**src/rtl/jpeg_idct_block_arb.sv**
```systemverilog
// Round-robin arbiter granting whole sample blocks from two requesters to the IDCT input FIFO.
// Define JPEG_IDCT_ARB_STATS_EN to enable the completed-block counter on blocks_o.
module jpeg_idct_block_arb #(
    parameter int WIDTH       = 16,
    parameter int BLOCK_BEATS = 64,
    parameter int BEAT_W      = 6
) (
    input  logic             clk_i,
    input  logic             rst_ni,
    input  logic             flush_i,
    input  logic             req0_valid_i,
    input  logic [WIDTH-1:0] req0_data_i,
    output logic             req0_ready_o,
    input  logic             req1_valid_i,
    input  logic [WIDTH-1:0] req1_data_i,
    output logic             req1_ready_o,
    output logic             fifo_push_o,
    output logic [WIDTH-1:0] fifo_data_o,
    input  logic             fifo_accept_i,
    output logic             owner_o,
    output logic             busy_o,
    output logic [15:0]      blocks_o
);
    typedef enum logic {IDLE, OWN} state_t;

    state_t            state_q;
    logic [BEAT_W-1:0] beat_q;
    logic              last_q;
    logic              owner_q;

    logic              own_st;
    logic              own_valid;
    logic [WIDTH-1:0]  own_data;
    logic              beat_xfer;
    logic              last_beat;
    logic              grant;

    // Push depends only on the owner's valid, never on fifo_accept_i.
    assign own_st       = (state_q == OWN);
    assign own_valid    = owner_q ? req1_valid_i : req0_valid_i;
    assign own_data     = owner_q ? req1_data_i : req0_data_i;
    assign fifo_push_o  = own_st & own_valid;
    assign fifo_data_o  = own_st ? own_data : '0;
    assign req0_ready_o = own_st & ~owner_q & fifo_accept_i;
    assign req1_ready_o = own_st & owner_q & fifo_accept_i;
    assign beat_xfer    = fifo_push_o & fifo_accept_i;
    assign last_beat    = (beat_q == BEAT_W'(BLOCK_BEATS - 1));
    assign grant        = (req0_valid_i & req1_valid_i) ? ~last_q : req1_valid_i;
    assign busy_o       = own_st;
    assign owner_o      = owner_q;

    always_ff @(posedge clk_i or negedge rst_ni) begin
        if (!rst_ni) begin
            state_q <= IDLE;
            beat_q  <= '0;
            last_q  <= 1'b1;
            owner_q <= 1'b0;
        end else if (flush_i) begin
            state_q <= IDLE;
            beat_q  <= '0;
            last_q  <= 1'b1;
            owner_q <= 1'b0;
        end else begin
            case (state_q)
                IDLE: begin
                    if (req0_valid_i | req1_valid_i) begin
                        owner_q <= grant;
                        beat_q  <= '0;
                        state_q <= OWN;
                    end
                end
                OWN: begin
                    if (beat_xfer) begin
                        if (last_beat) begin
                            state_q <= IDLE;
                            last_q  <= owner_q;
                            beat_q  <= '0;
                        end else begin
                            beat_q <= beat_q + 1'b1;
                        end
                    end
                end
            endcase
        end
    end

`ifdef JPEG_IDCT_ARB_STATS_EN
    logic [15:0] blocks_q;

    // Wraps naturally from 0xFFFF to 0.
    always_ff @(posedge clk_i or negedge rst_ni) begin
        if (!rst_ni) begin
            blocks_q <= '0;
        end else if (flush_i) begin
            blocks_q <= '0;
        end else if (beat_xfer && last_beat) begin
            blocks_q <= blocks_q + 16'd1;
        end
    end

    assign blocks_o = blocks_q;
`else
    assign blocks_o = '0;
`endif

endmodule

```
**config.mk**
```make
export PLATFORM = sky130hd
export DESIGN_NAME = jpeg_idct_block_arb
export DESIGN_NICKNAME = d
export VERILOG_FILES = /design/src/rtl/jpeg_idct_block_arb.sv
export SDC_FILE = /design/constraint.sdc
export NUM_CORES = 1
export LEC_CHECK = 0
export CAP_MARGIN = 20
export CORE_UTILIZATION = 37
export CTS_BUF_LIST = sky130_fd_sc_hd__clkbuf_2
export CTS_CLUSTER_SIZE = 10
export DETAILED_ROUTE_END_ITERATION = 16
export HOLD_SLACK_MARGIN = 0.02
export PLACE_DENSITY_LB_ADDON = 0.15
export SLEW_MARGIN = 20
export SYNTH_ARGS = -nofsm -noshare
export SYNTH_HDL_FRONTEND = slang
export SYNTH_SLANG_ARGS = --single-unit
```
**constraint.sdc**
```tcl
create_clock -name clk_i -period 3.4 [get_ports clk_i]
set_clock_uncertainty 0.1 [all_clocks]
set_input_delay 0.51 -clock clk_i [delete_from_list [all_inputs] [get_ports clk_i]]
set_output_delay 0.51 -clock clk_i [all_outputs]
set_load 0.02 [all_outputs]
```
==> flow_summary.toml, run 1 <==
[floorplanning]
initial_core_util_pct = 38.9
die_area_um2 = 2810
die_w_um = 53.0
rows = 18
io_pins = 75
core_um2 = 2480
die_h_um = 53.0

[finish]
diodes = 0
seqCellArea_um2 = 226
fillers = 232
multiInputGateArea_um2 = 647
mostFrequentLayoutCells = "58 x clkdlybuf4s50_1, 19 x mux2i_1, 17 x nor2b_1, 16 x conb_1, 8 x dfrtp_1"
drive_above_1_share_pct = 6.63
final_common_cell = "clkdlybuf4s50_1"
area_growth_pct = 58.1
final_nets = 206

[grt]
grt_overflow = 0
grt_pass1_vias = 843
grt_usage_pct = 18.0
antenna_found_initial = 0
grt_max_degree = 28
grt_pass1_wl_um = 3630

[timing]
slew_viol_final = 0
fmax_mhz = 371
hold_viol = 0
fin_crit_sh_pct = 79.2
finalSetupTns_ns = 0
whs_ns = 0.409
finalCriticalPeriod_ns = 2.69
final-setup-viol-count = 0
rsz0062_at_grt = "no"
relSlewSlack_pct = 52.8
tightest_slew_ns = 0.708

[setup_path]
slowest_delay_ns = 0.66
crit_path_cell_trace = "buf_4 -> mux2i_1 -> nor2b_1 -> clkdlybuf4s50_1"
critPathBufInv = 2
reg2reg_depth = 4
cpMaxStageDelayCell = "dfrtp_1"
worstSetupPathType = "flop to primary output"
crit_path_max_fanout = 13
r2r-end = "beat_q[0]$_DFFE_PN0P_"
reg2reg_from = "busy_o$_DFF_PN0_"
required_ns = 2.79
crit_path_end_kind = "primary output"
critical-path-top-delay-family = "buffers and inverters"
arrival_ns = 2.08
start_kind = "flop"
rrSetupSlack_ns = 1.34

[drt]
detail_route.iter0.violations = 19
first_pass_iters = 4
post_drt_wl_per_cell_um = 12.7
drtAntennaViolNets = 0
routed_wl_um = 2490
viasPerCell = 4.92
drcViolationCount = 0
num_vias = 965

[cts]
clock_latency_ns = 0.26
cts_resized = 0
cts_tree = "done"
cts_setup_buffers = 0
cts-root-buf = "clkbuf_2"
cts_hold_buf = 0
cts_max_level = 1
cts_buffers = 3
clock_path_buffers = 2
path_clk_slew_ns = 0.09
clock-sinks = 9

[placed_design]
routabilityCongestion = 0.743
io_buffers = 58
hpwl_um = 1990

[pwr]
p_leak_nw = 0.619
power_frac_seq_pct = 33.8
ir_worst_vdd_mv = 0.190
p_int_w = 0.000230
p_clk_share_pct = 20.1
combinationalPowerShare_pct = 46.1
pwr_density_cell_nw_per_um2 = 233
p_sw_share_pct = 34.9
p_switching_w = 0.000124

[yosys]
synth_warnings = 0
synth.avg_cell_area_um2 = 8.84
syn_inst = 109
syn_area_um2 = 963
ys_seq_elements = 9
ys_types = 35
yosysSeqAreaShare_pct = 23.5

[worst_hold_path]
hp-class = "flop to flop"
worstHoldStart = "beat_q[5]$_DFFE_PN0P_"
hold_depth = 1
holdPathEnd = "beat_q[5]$_DFFE_PN0P_"

[flow_run]
drv_cap = 0

[run_status]
status = "completed"
registers in the layout, indices dropped and copies added, names as in the netlist:
name	flops
last_q	1
owner_o	1
beat_q	6
busy_o	1
through the flow:
step	total power, W	util, %	instance area, µm²	setup slack [ns]	std cells
after floorplan	0.000214	-	1020	1.51	124
after global placement	0.000283	60.7	1500	0.828	192
after global routing	0.000373	61.5	1520	0.564	196
after detailed placement	0.000286	60.7	1500	0.843	192
after CTS	0.000359	61.5	1520	0.652	196
final	0.000354	61.5	1520	0.708	196
power by group through the flow:
stage	Clock, W	Combinational [W]	Sequential (W)
2_1_floorplan	0	0.0000964	0.000117
3_3_place_gp	0	0.000161	0.000122
3_5_place_dp	0	0.000164	0.000122
4_1_cts	0.0000749	0.000164	0.000120
5_1_grt	0.0000767	0.000176	0.000121
6_report	0.0000714	0.000163	0.000120
layer usage:
layer,vias to the layer above,wire length [µm],track usage [%]
met5,-,0,0
met4,0,46,10.1
met3,5,262,3.45
met2,49,1140,29.3
met1,444,1040,21.8
li1,467,-,-
final cells by class:
type,count,area share [%]
Clock buffer,4,1.31
Sequential cell,9,14.9
Timing Repair Buffer,59,38.6
Inverter,1,0.247
Tap cell,30,2.47
Multi-Input combinational cell,93,42.5
logic make-up (layout without fill, tap and decap cells):
group	count (synthesis)	in the layout	synth area share, %
other cells	1	16	0.389
compound gates	13	13	11.0
fa+ha+maj	1	1	1.30
buf+inv	22	64	15.2
mux	20	20	20.9
flops	9	9	23.5
simple gates	43	43	27.7
cell usage after synthesis, drive strengths merged:
cell,count,share of area (%)
buf,19,14
mux2i,19,20
nor2b,17,11
dfrtp,8,21
nor2,5,1.9
nand2b,4,3.4
and3,3,1.9
nand3,3,1.6
a211oi,2,2.1
a21oi,2,2.2
a22o,2,1.8
clkbuf,2,0.78
nand2,2,0.78
nor3,2,1.0
o21ai,2,1.0
o31ai,2,1.6
a211o,1,0.91
a31oi,1,0.65
and4,1,0.91
conb,1,0.39
dfstp,1,2.7
ha,1,1.3
inv,1,0.39
mux2,1,1.2
nand3b,1,0.78
nand4b,1,0.91
nor3b,1,1.3
o211ai,1,0.78
or2,1,0.65
or3,1,0.65
or4,1,0.78
worst max-delay path by stage:
stage                        startpoint  depth (start not counted)             end
floorplan           owner_o$_DFFE_PN0P_                          4  fifo_data_o[0]
global placement           req0_valid_i                          4     fifo_push_o
detailed placement         req1_valid_i                          4     fifo_push_o
CTS                 owner_o$_DFFE_PN0P_                          4  fifo_data_o[7]
global route        owner_o$_DFFE_PN0P_                          4  fifo_data_o[7]
finish              owner_o$_DFFE_PN0P_                          4  fifo_data_o[7]
Power figures use the tool's default switching activity.
==> run 2: changes to the inputs <==
CORE_UTILIZATION = 34   (was 37)
clock period = 2.8 ns   (was 3.4 ns; I/O delays follow)
==> run 2 against run 1 <==
Compared with the run above: clock power increased by 22%; total power increased by 23%; combinational power increased by 28%; largest power group unchanged.
==> flow_summary.toml, run 2 (synthesized netlist as in run 1, its figures left out) <==
[floorplanning]
rows = 18
die_area_um2 = 3050
io_pins = 75
die_w_um = 55.2
initial_core_util_pct = 37.5
die_h_um = 55.2
core_um2 = 2570

[pwr]
ir_worst_vdd_mv = 0.255
p_sw_share_pct = 35.1
combinationalPowerShare_pct = 47.8
p_clk_share_pct = 20.1
p_switching_w = 0.000153
pwr_density_cell_nw_per_um2 = 283
power_frac_seq_pct = 32.1
p_leak_nw = 0.629
p_int_w = 0.000282

[timing]
fin_crit_sh_pct = 85.4
finalSetupTns_ns = 0
slew_viol_final = 0
whs_ns = 0.335
final-setup-viol-count = 0
tightest_slew_ns = 0.516
relSlewSlack_pct = 65.6
rsz0062_at_grt = "no"
fmax_mhz = 418
finalCriticalPeriod_ns = 2.39
hold_viol = 0

[setup_path]
crit_path_max_fanout = 14
start_kind = "flop"
reg2reg_from = "busy_o$_DFF_PN0_"
arrival_ns = 1.87
crit_path_end_kind = "primary output"
required_ns = 2.28
r2r-end = "beat_q[0]$_DFFE_PN0P_"
slowest_delay_ns = 0.63
cpMaxStageDelayCell = "clkdlybuf4s50_1"
worstSetupPathType = "flop to primary output"
crit_path_cell_trace = "buf_4 -> nor2b_1 -> clkdlybuf4s50_1"
reg2reg_depth = 5
rrSetupSlack_ns = 0.78

[drt]
routed_wl_um = 2650
detail_route.iter0.violations = 26
viasPerCell = 4.74
num_vias = 939
post_drt_wl_per_cell_um = 13.4
drtAntennaViolNets = 0
first_pass_iters = 4
drcViolationCount = 0

[run_status]
status = "completed"

[cts]
cts_max_level = 1
clock-sinks = 9
cts-root-buf = "clkbuf_2"
cts_tree = "done"
clock_latency_ns = 0.26
cts_setup_buffers = 0
cts_resized = 0
clock_path_buffers = 2
cts_hold_buf = 0
cts_buffers = 3
path_clk_slew_ns = 0.10

[placed_design]
hpwl_um = 2170
io_buffers = 58
routabilityCongestion = 0.754

[finish]
drive_above_1_share_pct = 7.74
diodes = 0
area_growth_pct = 59.6
mostFrequentLayoutCells = "58 x clkdlybuf4s50_1, 19 x mux2i_1, 17 x nor2b_1, 16 x conb_1, 8 x dfrtp_1"
final_common_cell = "clkdlybuf4s50_1"
largest_register_ffs = 6
final_nets = 208
fillers = 246
top_register = "beat_q"

[worst_hold_path]
hp-class = "input pin to async pin"

[grt]
grt_overflow = 0
grt_pass1_vias = 834
grt_usage_pct = 17.6
grt_pass1_wl_um = 4310
antenna_found_initial = 0
grt_max_degree = 15

[flow_run]
drv_cap = 0
-- run 2: worst max-delay path by stage --
stage                              from              to  slack (ns)  cells after the start
floorplan           owner_o$_DFFE_PN0P_  fifo_data_o[0]         1.0                      4
CTS                    busy_o$_DFF_PN0_  fifo_data_o[3]        0.37                      3
detailed placement         req1_valid_i     fifo_push_o        0.42                      4
global placement           req1_valid_i     fifo_push_o        0.42                      4
global route           busy_o$_DFF_PN0_  fifo_data_o[3]        0.27                      3
finish                 busy_o$_DFF_PN0_  fifo_data_o[3]        0.41                      3
-- run 2: worst max-delay path: cells and delay by family, from the launching register on --
kind,cells,cell delay (ns)
buffers and inverters,2,0.89
flip-flops,1,0.56
AND/OR/NAND/NOR,1,0.15
-- run 2: per-layer routing --
layer	global-route usage (%)	routed length (µm)	up-vias
li1	-	-	468
met2	26.9	1170	51
met5	0	0	-
met3	4.22	215	3
met1	24.4	1230	417
met4	5.36	27	0
-- run 2: layout make-up --
| type | count | area (µm²) | share of cell area, % |
|---|---|---|---|
| Inverter | 1 | 3.75 | 0.244 |
| Clock buffer | 4 | 20.0 | 1.30 |
| Sequential cell | 9 | 226 | 14.7 |
| Timing Repair Buffer | 61 | 603 | 39.2 |
| Tap cell | 30 | 37.5 | 2.44 |
| Multi-Input combinational cell | 93 | 647 | 42.1 |
-- run 2: through the flow --
step | area, µm² | std cells | util (%) | setup slack, ns | total power [W]
2_1_floorplan | 1020 | 124 | - | 0.997 | 0.000260
3_3_place_gp | 1520 | 194 | 59.1 | 0.418 | 0.000346
3_5_place_dp | 1520 | 194 | 59.1 | 0.423 | 0.000351
4_1_cts | 1540 | 198 | 59.9 | 0.370 | 0.000442
5_1_grt | 1540 | 198 | 59.9 | 0.268 | 0.000461
6_report | 1540 | 198 | 59.9 | 0.408 | 0.000435
-- run 2: power groups by stage --
stage               sequential, W  combinational, W  clock (W)
CTS                      0.000140          0.000209  0.0000932
finish                   0.000140          0.000208  0.0000872
detailed placement       0.000142          0.000208          0
global placement         0.000142          0.000204          0
floorplan                0.000143          0.000117          0
global route             0.000141          0.000222  0.0000983
